## src/rtl/bcd_convert_seq.sv

```systemverilog
// Purpose: sequential 16-bit binary to 4-digit BCD converter (shift-add-3) feeding the 7-segment driver.
// Latency: 17 clocks from the capture edge to the edge that raises done; next capture no earlier than one edge later.
// Backpressure: none; triggers arriving while busy are ignored (no queueing). With AUTO=1 a value that still differs retriggers from IDLE.
//
// Ports:
//   clkin    - clock, all state changes on posedge
//   reset    - synchronous, active-high reset
//   bin_in   - unsigned binary value to convert
//   start    - conversion request, sampled only in IDLE
//   busy     - 1 while a conversion is in progress
//   done     - single-cycle pulse when bcd_out updates
//   bcd_out  - four BCD digits, [15:12] thousands .. [3:0] units, held between conversions
//   overflow - 1 when bcd_out holds OVF_CODE (captured value above 9999)
module bcd_convert_seq #(
    parameter logic [15:0] OVF_CODE = 16'hEEEE,
    parameter bit          AUTO     = 1'b1
) (
    input  logic        clkin,
    input  logic        reset,
    input  logic [15:0] bin_in,
    input  logic        start,
    output logic        busy,
    output logic        done,
    output logic [15:0] bcd_out,
    output logic        overflow
);

    typedef enum logic [1:0] {
        IDLE  = 2'd0,
        SHIFT = 2'd1,
        DONE  = 2'd2
    } state_t;

    state_t      state_q;
    logic [15:0] shift_q;
    logic [15:0] last_q;
    logic [19:0] scratch_q;
    logic [3:0]  cnt_q;
    logic        ovf_q;
    logic        busy_q;
    logic        done_q;
    logic [15:0] bcd_q;
    logic        overflow_q;

    logic [19:0] scratch_adj_d;
    logic        trigger_d;

    // Add-3 correction on every digit in parallel before the shift. A digit
    // >= 5 is at most 9 here, so +3 stays within 4 bits.
    always_comb begin
        scratch_adj_d = scratch_q;
        for (int i = 0; i < 5; i++) begin
            if (scratch_q[4*i +: 4] >= 4'd5) begin
                scratch_adj_d[4*i +: 4] = scratch_q[4*i +: 4] + 4'd3;
            end
        end
    end

    assign trigger_d = start || (AUTO && (bin_in != last_q));

    always_ff @(posedge clkin) begin
        if (reset) begin
            state_q    <= IDLE;
            shift_q    <= 16'h0000;
            last_q     <= 16'h0000;
            scratch_q  <= 20'h00000;
            cnt_q      <= 4'd0;
            ovf_q      <= 1'b0;
            busy_q     <= 1'b0;
            done_q     <= 1'b0;
            bcd_q      <= 16'h0000;
            overflow_q <= 1'b0;
        end else begin
            done_q <= 1'b0;
            case (state_q)
                IDLE: begin
                    if (trigger_d) begin
                        shift_q   <= bin_in;
                        last_q    <= bin_in;
                        scratch_q <= 20'h00000;
                        cnt_q     <= 4'd0;
                        ovf_q     <= (bin_in > 16'd9999);
                        busy_q    <= 1'b1;
                        state_q   <= SHIFT;
                    end
                end
                SHIFT: begin
                    scratch_q <= {scratch_adj_d[18:0], shift_q[15]};
                    shift_q   <= {shift_q[14:0], 1'b0};
                    cnt_q     <= cnt_q + 4'd1;
                    // cnt_q==15 marks the 16th and final iteration.
                    if (cnt_q == 4'd15) begin
                        state_q <= DONE;
                    end
                end
                DONE: begin
                    bcd_q      <= ovf_q ? OVF_CODE : scratch_q[15:0];
                    overflow_q <= ovf_q;
                    done_q     <= 1'b1;
                    busy_q     <= 1'b0;
                    state_q    <= IDLE;
                end
                default: begin
                    state_q <= IDLE;
                    busy_q  <= 1'b0;
                end
            endcase
        end
    end

    assign busy     = busy_q;
    assign done     = done_q;
    assign bcd_out  = bcd_q;
    assign overflow = overflow_q;

endmodule

```

## config.mk

```make
export PLATFORM = sky130hd
export DESIGN_NAME = bcd_convert_seq
export DESIGN_NICKNAME = d
export VERILOG_FILES = /design/src/rtl/bcd_convert_seq.sv
export SDC_FILE = /design/constraint.sdc
export NUM_CORES = 1
export LEC_CHECK = 0
export CELL_PAD_IN_SITES_DETAIL_PLACEMENT = 1
export CELL_PAD_IN_SITES_GLOBAL_PLACEMENT = 1
export CORE_MARGIN = 4
export CORE_UTILIZATION = 47
export CTS_BUF_LIST = sky130_fd_sc_hd__clkbuf_8
export CTS_CLUSTER_DIAMETER = 150
export CTS_CLUSTER_SIZE = 8
export DETAILED_ROUTE_END_ITERATION = 8
export PLACE_DENSITY = 0.89
export SKIP_LAST_GASP = 1
export SLEW_MARGIN = 10
export SYNTH_ARGS = -nofsm -noshare
export SYNTH_HDL_FRONTEND = slang
export SYNTH_SLANG_ARGS = --single-unit
export TNS_END_PERCENT = 5
```

## constraint.sdc

```tcl
create_clock -name clkin -period 4.1 [get_ports clkin]
set_clock_uncertainty 0.1 [all_clocks]
set_input_delay 0.615 -clock clkin [delete_from_list [all_inputs] [get_ports clkin]]
set_output_delay 0.615 -clock clkin [all_outputs]
set_load 0.03 [all_outputs]
```

======== After elaboration in Yosys (flattened, before gate mapping) ========
Index checks and enable logic that the tools add are counted.
Widths: inputs -> output; s select.
storage, ports and cells
  input bits .............................. 19
  register bits ........................... 78
  output and inout port bits .............. 19
operators by class
  add/subtract/negate cells ............... 6
  bitwise gates (word level) .............. 1
  reduce and logical (&&, ||, !) cells .... 7
  mux-type cells .......................... 18
  equality and inequality tests ........... 6
  $lt $le $gt $ge ......................... 6
operators by type and width
  kind                  number
  $pmux 20 s2           1
  $mux 16               2
  $pmux 16 s2           1
  $ge 4x3->1 const B    5
  $mux 20               1
  $mux 4                5
  $add 4x2->4 const B   4
  $gt 16x14->1 const B  1
  $ne 16x16->1          1
  $pmux 4 s2            1
  $reduce_and 2->1      4
  $add 4x1->4 const B   1
  $eq 4x4->1 const B    1
  $mux 2                2
  $ne 2x2->1 const B    2
  $pmux 2 s2            1
  $add 3x2->3 const B   1
  $mux 3                1
  $eq 2x1->1 const B    1
  $eq 2x2->1 const B    1
  $logic_not 2->1       1
  $mux 1                2
  $pmux 1 s2            1
  $reduce_bool 2->1     1
  2 further kinds       2

======== Depth between registers and ports, before layout ========
  depth after elaboration ................. 4
  depth in mapped cells ................... 7
  mapped depth without buffers ............ 7

======== Least setup slack after synthesis ========
OpenSTA, ideal clock, no wires.
  kind .................................... in2reg
  start ................................... input port bin_in[0]
  end ..................................... register shift_q[10]
  path slack .............................. 2035 ps
  stages on the path ...................... 7
  arrival ................................. 1847 ps
  data required time ...................... 3881 ps
  path through ............................ xor2_1 nor4_1 and4_1 buf_6 a31oi_4 buf_6 o221a_1
between the ends
  cells in the longest elaborated chain, start to end .. 4
RTL lines
  what                               line  RTL
  start, declared                    20    input logic [15:0] bin_in,
  $ne 16x16->1                       59    assign trigger_d = start || (AUTO && (bin_in != last_q));
  $logic_or 1x1->1                   59
  $ne 2x2->1 (no source line)        -
  $reduce_and 2->1 (no source line)  -
  end signal, assigned               78    shift_q <= bin_in;
  end signal, assigned               89    shift_q <= {shift_q[14:0], 1'b0};
  end, declared                      35    logic [15:0] shift_q;
Every way passes these cells.
A chain may end at the register's enable or synchronous reset.

======== Final worst setup path ========
  start ................................... input port bin_in[11]
  end ..................................... register shift_q[10]
The elaborated chain is that of the path after synthesis.

==> summary.md <==
| Metric | Value |
|---|---|
| Initial Util | 48.7% |
| H-tree depth | 3 |
| Area Overhead vs Synth | 16.5% |
| Vias in the first global route | 3036 |
| Status | finished clean |
| Reg area | 1480 um^2 |
| CTS Buffer Depth | 2 |
| Fraction of registers with async set or reset after synthesis | 0% |
| Top post-synthesis cells by area | dfxtp_1 (42%), nand2b_1 (6.1%), nor2_1 (5.2%) |
| Count of cell types in the netlist | 45 |
| Worst Setup End Kind | register |
| CTS clock-pin slew for the worst setup and hold paths | 0.08 ns |
| DR vias/cell | 5.63 |
| CTS tree | done |
| Setup Crit Path Kind | primary input to register |
| First-pass GRT wire length | 15100 um |
| Total GRT Usage | 21.5% |
| Worst hold stages | 2 |
| DIE AREA | 9050 um^2 |
| Final Power | 1490 uW |
| PD cells | 359 nW/um^2 |
| Multi-input logic area | 1870 um^2 |
| Synth cell count leaders | dfxtp_1 (74), nor2_1 (49), nand2b_1 (35) |
| Hold path start | bcd_out[0]$_SDFFE_PP0P_ |
| Clk sinks | 74 |
| Drt total wl | 9110 um |
| Crit Reg-Reg Startpoint | last_q[0]$_SDFFE_PP0P_ |
| Slew Limit Fails | 0 |
| Endpoints failing hold | 0 |
| Worst IR drop on VDD | 0.182 mV |
| Req. time, crit path | 4.28 ns |
| Diodes inserted | 0 |
| CP arrival | 3.16 ns |
| Drt initial violations | 205 |
| Hold endpoint | bcd_out[0]$_SDFFE_PP0P_ |
| Hold_buf cts | 0 |
| RSZ-0062 raised after global routing | no |
| Startpoint Class | primary input |
| Post-Syn Area | 3570 um^2 |
| PortBufs | 37 |
| IO Count | 38 |
| Tmin final | 2.97 ns |
| Finished Layout Cells | 516 |
| Core Footprint | 7330 um^2 |
| Syn nets | 415 |
| Routed vias | 2905 |
| Max Cap Violations | 0 |
| Post-synth top area share | 41.5% |
| FF+latch count, synth | 74 |
| DR DRC count | 0 |
| Final setup viols | 0 |
| Die W | 95.1 um |
| Overflow after GRT | 0 |
| Clock buffer count from CTS | 9 |
| Leak | 0.00148 uW |
| Maximum achievable frequency | 336 MHz |
| Reg-to-reg slack, setup | 1.54 ns |
| Min-Delay Path Class | register to register |
| Synth area leader | dfxtp_1 |
| Post-CTS sizing | 0 |
| Max Fanout on Critical Path | 20 |
| Setup TNS | 0 ns |
| Share of cells above drive strength 1 | 10.6% |
| Worst Hold Slack | 0.359 ns |
| Clk_lat worst skew | 0.34 ns |
| Largest net degree at the start of global routing | 51 |
| Number of synthesized flops with an enable pin | 0 |
| Antenna Nets Post-Route | 0 |
| Die Ht | 95.1 um |
| Final Cycle Share | 72.5% |
| Slew margin rel. | 51.9% |
| Initial antenna violation count | 0 |
| Worst Tran Pin Value | 0.721 ns |
| Post-detail-place hpwl | 6350 um |
| Top-count cell post-synth | dfxtp_1 |
| Reg2Reg Depth | 5 |
| Synth Warn # | 0 |
| Filler Cell Count | 821 |
| Sequential share of the synthesized area | 41.5% |
| Critical R2R Capture | shift_q[10]$_SDFFE_PP0P_ |
| Most used DFF post-synth | dfxtp_1 |
| Avg Cell Area, Syn | 9.22 um^2 |
| Final Util | 56.7% |
| Post-CTS setup buffers | 0 |
| CTS root buf | clkbuf_8 |
| WL/cell | 17.7 um |
| Nets | 441 |
| Routability congestion estimate | 0.839 |
| Cells after Synth | 387 |
| Row count | 31 |
| Placed Cells | 501 |
| Pre-Repair DR Iteration Count | 4 |
==> worst max-delay path by stage <==
stage | endpoint | startpoint | cells past startpoint
finish | shift_q[10]$_SDFFE_PP0P_ | bin_in[11] | 6
global route | shift_q[14]$_SDFFE_PP0P_ | bin_in[11] | 6
CTS | shift_q[10]$_SDFFE_PP0P_ | bin_in[11] | 6
detailed placement | shift_q[4]$_SDFFE_PP0P_ | bin_in[11] | 6
global placement | shift_q[13]$_SDFFE_PP0P_ | bin_in[11] | 6
floorplan | shift_q[10]$_SDFFE_PP0P_ | bin_in[0] | 7
==> where the power goes <==
group,internal [uW],total (uW),switching (uW)
Clock,280,561,282
Sequential,747,768,20.7
Combinational,68.5,163,94.1
==> state kept, by name (all words and copies together), names as in the netlist <==
signal and cells:
done 1, state_q 2, cnt_q 4, overflow 1, shift_q 16, last_q 16, bcd_out 16, busy 1
ovf_q 1, scratch_q 16
==> through the flow <==
step | cell area (um^2) | setup WS [ns]
after floorplan | 3570 | 2.03
after global placement | 3960 | 0.848
after detailed placement | 3960 | 0.829
after CTS | 4150 | 1.14
after global routing | 4150 | 0.973
final | 4150 | 1.13
==> cells in the final DEF, fill, tap and decap left out, types with 11 or more instances in the layout <==
cell type	count
dfxtp_1	74
xor2_1	13
nand2_1	11
nor3_1	12
inv_1	22
clkdlybuf4s50_1	36
nor2_1	49
mux2i_1	12
a21oi_1	17
or3_1	11
nand2b_1	35
==> cell type report <==
class / count / area share [%]
clock inverters: 6 / 1.63
inverters: 23 / 2.08
multi-input cells: 263 / 45.0
well taps: 99 / 2.98
repair buffers: 42 / 9.70
clock buffers: 9 / 2.98
flip-flops and latches: 74 / 35.7
==> critical path: stages <==
cell and delay (ns):
clkdlybuf4s50_1 0.48, xor2_1 0.17, nor4_1 0.44, and4_1 0.47, a21o_1 0.65, o221a_1 0.32
==> layer usage <==
layer,GRT usage (%),wire [um]
met1,27.9,4140
met2,36.6,4540
met4,6.13,106
met3,3.87,326
met5,0,0
==> cell families (layout without fill, tap and decap cells) <==
group / Yosys count / in the layout / synth area share, %
buf+inv: 50 / 80 / 6.10
compound gates: 84 / 84 / 21.3
xor+xnor: 20 / 20 / 4.91
fa+ha+maj: 9 / 9 / 3.16
flops: 74 / 74 / 41.5
mux: 12 / 12 / 3.37
simple gates: 138 / 138 / 19.6
Power figures use the tool's default switching activity.
